[config.mk]
export PLATFORM = sky130hd
export DESIGN_NAME = btn_conditioner
export DESIGN_NICKNAME = d
export VERILOG_FILES = /design/src/rtl/btn_conditioner.sv
export SDC_FILE = /design/constraint.sdc
export NUM_CORES = 1
export LEC_CHECK = 0
export CAP_MARGIN = 40
export CORE_ASPECT_RATIO = 1.1
export CORE_MARGIN = 4
export CORE_UTILIZATION = 33
export DETAILED_ROUTE_END_ITERATION = 10
export PLACE_DENSITY_LB_ADDON = 0.2
export SYNTH_ARGS = -nofsm -noshare
export SYNTH_HDL_FRONTEND = slang
export SYNTH_SLANG_ARGS = --single-unit
[constraint.sdc]
create_clock -name clock -period 7.25 [get_ports clock]
set_input_delay 1.8125 -clock clock [delete_from_list [all_inputs] [get_ports clock]]
set_output_delay 1.8125 -clock clock [all_outputs]
set_load 0.03 [all_outputs]
[src/rtl/btn_conditioner.sv]
// btn_conditioner: synchronizes, debounces and edge-detects the raw board
// push-buttons, and encodes a clean single new press for the game core.
// Every output comes straight from a flop in the clock domain.
module btn_conditioner #(
    parameter int N_BTN           = 4,
    parameter int DEBOUNCE_CYCLES = 1_000_000,
    parameter int ACTIVE_LOW      = 0,
    parameter int IDX_W           = (N_BTN > 1) ? $clog2(N_BTN) : 1
) (
    input  logic             clock,
    input  logic             reset,
    input  logic [N_BTN-1:0] btn_raw,
    input  logic             enable,
    output logic [N_BTN-1:0] btn_level,
    output logic [N_BTN-1:0] press_pulse,
    output logic [N_BTN-1:0] release_pulse,
    output logic             press_valid,
    output logic [IDX_W-1:0] press_idx,
    output logic             multi_press
);

    localparam int CNT_W = $clog2(DEBOUNCE_CYCLES + 1);
    localparam logic [CNT_W-1:0] CNT_MAX = CNT_W'(DEBOUNCE_CYCLES - 1);
    // Raw pin value that means "not pressed", so a held key is seen as a
    // fresh press once reset is released.
    localparam logic [N_BTN-1:0] IDLE_RAW = (ACTIVE_LOW != 0) ? {N_BTN{1'b1}} : {N_BTN{1'b0}};

    logic [N_BTN-1:0] s1_r;
    logic [N_BTN-1:0] s2_r;
    logic [N_BTN-1:0] s_s;
    logic [N_BTN-1:0] stable_r;
    logic [CNT_W-1:0] cnt_r     [N_BTN];
    logic [CNT_W-1:0] cnt_nxt_s [N_BTN];
    logic [N_BTN-1:0] update_s;
    logic [N_BTN-1:0] stable_nxt_s;
    logic [N_BTN-1:0] rise_s;
    logic [N_BTN-1:0] fall_s;
    logic             onehot_s;
    logic             clean_s;
    logic [IDX_W-1:0] idx_s;

    // Two-flop synchronizer for the asynchronous button pins.
    always_ff @(posedge clock or posedge reset) begin
        if (reset) begin
            s1_r <= IDLE_RAW;
            s2_r <= IDLE_RAW;
        end else begin
            s1_r <= btn_raw;
            s2_r <= s1_r;
        end
    end

    // Polarity mapping so that 1 always means pressed downstream.
    always_comb begin
        s_s = s2_r;
        if (ACTIVE_LOW != 0) begin
            s_s = ~s2_r;
        end else begin
            s_s = s2_r;
        end
    end

    // Debounce counters: a mismatch must persist DEBOUNCE_CYCLES cycles to be accepted.
    always_comb begin
        update_s = {N_BTN{1'b0}};
        for (int i = 0; i < N_BTN; i++) begin
            cnt_nxt_s[i] = {CNT_W{1'b0}};
            if (s_s[i] != stable_r[i]) begin
                if (cnt_r[i] == CNT_MAX) begin
                    update_s[i]  = 1'b1;
                    cnt_nxt_s[i] = {CNT_W{1'b0}};
                end else begin
                    cnt_nxt_s[i] = cnt_r[i] + CNT_W'(1);
                end
            end else begin
                cnt_nxt_s[i] = {CNT_W{1'b0}};
            end
        end
        stable_nxt_s = stable_r ^ update_s;
        rise_s       = update_s & s_s;
        fall_s       = update_s & ~s_s;
    end

    // Encoder: a clean press is one rising button while nothing else is held.
    always_comb begin
        onehot_s = (rise_s != {N_BTN{1'b0}}) && ((rise_s & (rise_s - N_BTN'(1))) == {N_BTN{1'b0}});
        clean_s  = onehot_s && (stable_r == {N_BTN{1'b0}});
        idx_s    = {IDX_W{1'b0}};
        for (int i = N_BTN - 1; i >= 0; i--) begin
            if (rise_s[i]) begin
                idx_s = IDX_W'(i);
            end else begin
                idx_s = idx_s;
            end
        end
    end

    // Debounced state and counters.
    always_ff @(posedge clock or posedge reset) begin
        if (reset) begin
            stable_r <= {N_BTN{1'b0}};
            for (int i = 0; i < N_BTN; i++) begin
                cnt_r[i] <= {CNT_W{1'b0}};
            end
        end else begin
            stable_r <= stable_nxt_s;
            for (int i = 0; i < N_BTN; i++) begin
                cnt_r[i] <= cnt_nxt_s[i];
            end
        end
    end

    // Registered pulse and encoder outputs; events on a disabled edge are dropped.
    always_ff @(posedge clock or posedge reset) begin
        if (reset) begin
            press_pulse   <= {N_BTN{1'b0}};
            release_pulse <= {N_BTN{1'b0}};
            press_valid   <= 1'b0;
            press_idx     <= {IDX_W{1'b0}};
            multi_press   <= 1'b0;
        end else begin
            if (enable) begin
                press_pulse   <= rise_s;
                release_pulse <= fall_s;
                press_valid   <= clean_s;
                multi_press   <= (rise_s != {N_BTN{1'b0}}) && !clean_s;
                if (clean_s) begin
                    press_idx <= idx_s;
                end else begin
                    press_idx <= press_idx;
                end
            end else begin
                press_pulse   <= {N_BTN{1'b0}};
                release_pulse <= {N_BTN{1'b0}};
                press_valid   <= 1'b0;
                multi_press   <= 1'b0;
                press_idx     <= press_idx;
            end
        end
    end

    assign btn_level = stable_r;

endmodule
# [Word-level counts from Yosys, hierarchy flattened]
# Cells that the tools add are included.
[totals] ff_bits=104
[classes] n_reduce_logical=8 bitwise_logic=5 addsub=5 muxes=24 n_eq_ne=8
[ops] cell="two-way mux 20 bit" count=8
[ops] cell="adder 20 x 1 -> 20 bit (second input constant)" count=4
[ops] cell="== test 20 bit (second input constant)" count=4
[ops] cell="bitwise AND 4 bit" count=3
[ops] cell="two-way mux 1 bit" count=10
[ops] cell="logical NOT 4 bit" count=2
[ops] cell="two-way mux 2 bit" count=4
[ops] cell="two-way mux 4 bit" count=2
[ops] cell="!= test 1 bit" count=4
[ops] cell="NOT 4 bit" count=1
[ops] cell="nonzero test 4 bit" count=1
[ops] cell="subtractor 4 x 1 -> 4 bit (second input constant)" count=1
[ops] cell="bitwise XOR 4 bit" count=1
[ops] cell="logical AND 1 bit" count=3
[ops] cell="AND reduction 2 bit" count=1
[ops] cell="logical NOT 1 bit" count=1

# [Logic depth before layout (Yosys ltp)]
[logic_depth] depth_word=12 ltp_mapped=7 depth_no_buf=6

# [Worst setup path before layout]
# No wires, ideal clock.
[synth_path] path_kind="input-to-reg" from="input enable" to="register press_idx[1]" t_required_ns=7.111 path_slack_ns=4.354 setup_ns=0.139 arrival_ns=2.757 stages=6 path_cell_list="buf_1 > nand3b_1 > nor4_1 > o211ai_1 > a211oi_1 > a211oi_1"
[synth_via] elab_chain_cells=1
[synth_rtl] item="from (decl)" line_no="13" source="input logic enable,"
[synth_rtl] item="AND reduction 2 bit (no source line)"
[synth_rtl] item="to (signal assigned)" line_no="119" source="press_idx <= {IDX_W{1'b0}};"
[synth_rtl] item="to (signal assigned)" line_no="128" source="press_idx <= idx_s;"
[synth_rtl] item="to (signal assigned)" line_no="130" source="press_idx <= press_idx;"
[synth_rtl] item="to (decl)" line_no="18" source="output logic [IDX_W-1:0] press_idx,"
# Every way passes these cells.
# A chain may end at the register's enable or synchronous reset.

==> results.tsv <==
stage	metric	value	unit
outcome	status	finished clean	
clocking	cts.clk_slew.worst_paths	60	ps
floorplanning	die_w	126	um
finish	insertedDiodeCount	0	
timing	finalMaxSlewViolations	0	
power	powerDensity	197	nW/um2
logic_synthesis	synthDominantAreaCellType	dfrtp_1	
global_route	grt_pass1_vias	3409	
logic_synthesis	synthMuxAreaShare	0.892	%
timing	fin_worst_skew	11.5	ps
logic_synthesis	synth-edff-count	0	
run	cap_violations	0	
clocking	post_cts_buffers	0	
global_route	grt_max_degree	55	
clocking	clk_latency	350	ps
timing	worst_pin_slew	668	ps
setup_path	crit_family	buffers and inverters	
logic_synthesis	syn-num-nets	513	
timing	setup_viol	0	
timing	fin_crit	3380	ps
logic_synthesis	yosys.area_share.simple	29.4	%
logic_synthesis	synth_top_family_by_area	simple AND/OR/NAND/NOR gates	
floorplanning	fp-row-count	47	
logic_synthesis	syn_inst	502	
logic_synthesis	synth_top_area_share	51.5	%
power	clock_power_share	45.0	%
setup_path	worst_ep_required_time	5440	ps
logic_synthesis	synth_sequential_area_ratio	51.5	%
logic_synthesis	netlist_area	5050	um2
place	io_buffers	22	
power	ir_drop	0.108	mV
finish	regArea	2600	um2
setup_path	crit_fanout	7	
power	p_int	0.907	mW
logic_synthesis	synth.distinct_cells	51	
place	pre_cts_slack	3660	ps
logic_synthesis	synth_area_leaders	dfrtp_1 52%, xnor2_1 8.8%, nor2_1 7.3%	
clocking	cts-root-buf	clkbuf_16	
logic_synthesis	ys_async_sr_fraction	100	%
detailed_routing	ant_nets	0	
global_route	antenna_found_initial	0	
setup_path	critPathArrivalTime	1570	ps
floorplanning	die_y	138	um
setup_path	crit_type	reg2out	
detailed_routing	num_vias	3564	
floorplanning	core-area	15100	um2
clocking	cts_tree	yes	
setup_path	cp_cell_sequence	clkdlybuf4s50_1	
timing	rsz0062_at_grt	no	
logic_synthesis	synth_warnings	0	
timing	fin_hold_ws	349	ps
clocking	cts.sinks	104	
finish	drive_gt1_share	7.18	%
setup_path	crit_buf_inv	1	
setup_path	cpMaxStageDelayCell	clkdlybuf4s50_1	
finish	area_growth	15.0	%
setup_path	cp-end-kind	output pin	
logic_synthesis	synth-xor-area-share	13.2	%
setup_path	cp-start-kind	register	
clocking	cts-htree-levels	3	
logic_synthesis	synth-compound-area-share	2.03	%
hold_path	hold_class	reg2reg	
logic_synthesis	synthTopCellsByCount	104 x dfrtp_1, 98 x nor2_1, 51 x xnor2_1	
clocking	cts_made_buffers	9	
finish	multi_input_area	2350	um2
place	gp_congestion	0.791	
logic_synthesis	synth_flop_cell	dfrtp_1	
finish	fillers	1535	
floorplanning	dieArea	17400	um2
clocking	cts_buffer_depth	2	
logic_synthesis	ys_seq_elements	104	
floorplanning	start_util	33.6	%
power	seq_power_share	51.9	%
clocking	holdBufCountCts	0	
logic_synthesis	postSynthAreaPerCell	10.1	um2
timing	worst_slack	3870	ps
global_route	grt-ovfl-total	0	
place	hpwl	7000	um
setup_path	cp_slowest_stage_delay	730	ps
setup_path	reg2reg_from	cnt_r[40]	
power	p_sw	0.240	mW
floorplanning	ios	23	
detailed_routing	drtIter0Drc	218	
power	p_comb_share	3.1	%
detailed_routing	firstDrtPassIters	4	
global_route	track_usage	12.2	%
timing	max_slew_margin	55.4	%
timing	hold_viol	0	
detailed_routing	avgViaCountPerCell	4.92	
timing	clock.fmax	296	MHz
global_route	grt_pass1_wl	17300	um
power	p_leak	2.29	nW
hold_path	min_from	s1_r[3]	
power	sw_frac_of_total	20.9	%
logic_synthesis	yosys.area_share.adder	0.991	%
finish	nets	537	
detailed_routing	drc	0	
timing	tns	0	ps
logic_synthesis	synth_most_common_cell	dfrtp_1	
clocking	cts_resized	0	
detailed_routing	wl_per_cell	13.9	um
timing	fin_crit_sh	46.6	%
detailed_routing	wirelength	10100	um
## state kept, by name, summed over array words and instances (netlist names), named ones only
signal / cells
multi_press: 1
s1_r: 4
s2_r: 4
press_idx: 2
press_pulse: 4
release_pulse: 4
cnt_r: 80
press_valid: 1
## area by class of cell
cell class / count / share of cell area, %
clock buffers: 11 / 4.18
flip-flops and latches: 104 / 44.8
well taps: 196 / 4.22
inverters: 13 / 0.883
multi-input cells: 374 / 40.4
repair buffers: 24 / 4.39
clock inverters: 3 / 1.16
## power by group through the flow
stage	clock network, mW	logic [mW]	registers, mW
after floorplan	0	0.0242	0.605
after global placement	0	0.0355	0.606
after detailed placement	0	0.0376	0.606
after CTS	0.533	0.0380	0.595
after global routing	0.558	0.0425	0.597
final	0.516	0.0360	0.595
## metrics by stage
stage,utilization (%),power [mW],cell area (um2),std cells
after detailed placement,36.5,0.644,5500,711
after global placement,36.4,0.642,5470,710
final,38.6,1.15,5810,725
after floorplan,-,0.629,5050,502
after global routing,38.6,1.20,5810,725
after CTS,38.6,1.17,5810,725
## per-layer routing
metal  wire length [um]  part of all wire, %  GRT usage (%)  vias up
met5                  0                    0              0        -
met2               4830                   48           19.3       46
li1                   -                    -              -     1767
met1               4810                   48           16.9     1741
met4                136                  1.3           3.81        0
met3                304                  3.0           2.79       10
## cell families (layout without fill, tap and decap cells)
kind of cell / Yosys count / in the layout
AND/OR/NAND/NOR: 277 / 277
XOR/XNOR: 76 / 76
multiplexers: 4 / 4
buffers and inverters: 24 / 51
AO/OA/AOI/OAI: 13 / 13
adder cells (fa/ha/maj): 4 / 4
flip-flops: 104 / 104
## layout by cell type (no fill, tap or decap), drive strengths merged, types with 4 or more instances in the layout
cell type        n
a211oi           4
and3             9
and4            12
clkbuf          11
clkdlybuf4s50   22
dfrtp          104
ha               4
inv             13
mux2             4
nand2           34
nand3           34
nand4           11
nand4b           5
nor2           100
nor3            30
nor4            11
or2              4
or4b             5
xnor2           51
xor2            25
## worst paths after layout
kind | endpoint | slack (ps) | depth (start not counted)
setup / recovery | btn_level[1] | 3870 | 1
max in group asynchronous | cnt_r[52] | 4500 | 4
setup reg to reg | cnt_r[46] | 4910 | 6
hold / removal | s2_r[3] | 350 | 0
hold reg to reg | s2_r[3] | 350 | 0
min in group asynchronous | s1_r[2] | 1840 | 2
No activity file was read; power rests on OpenSTA's default activity.
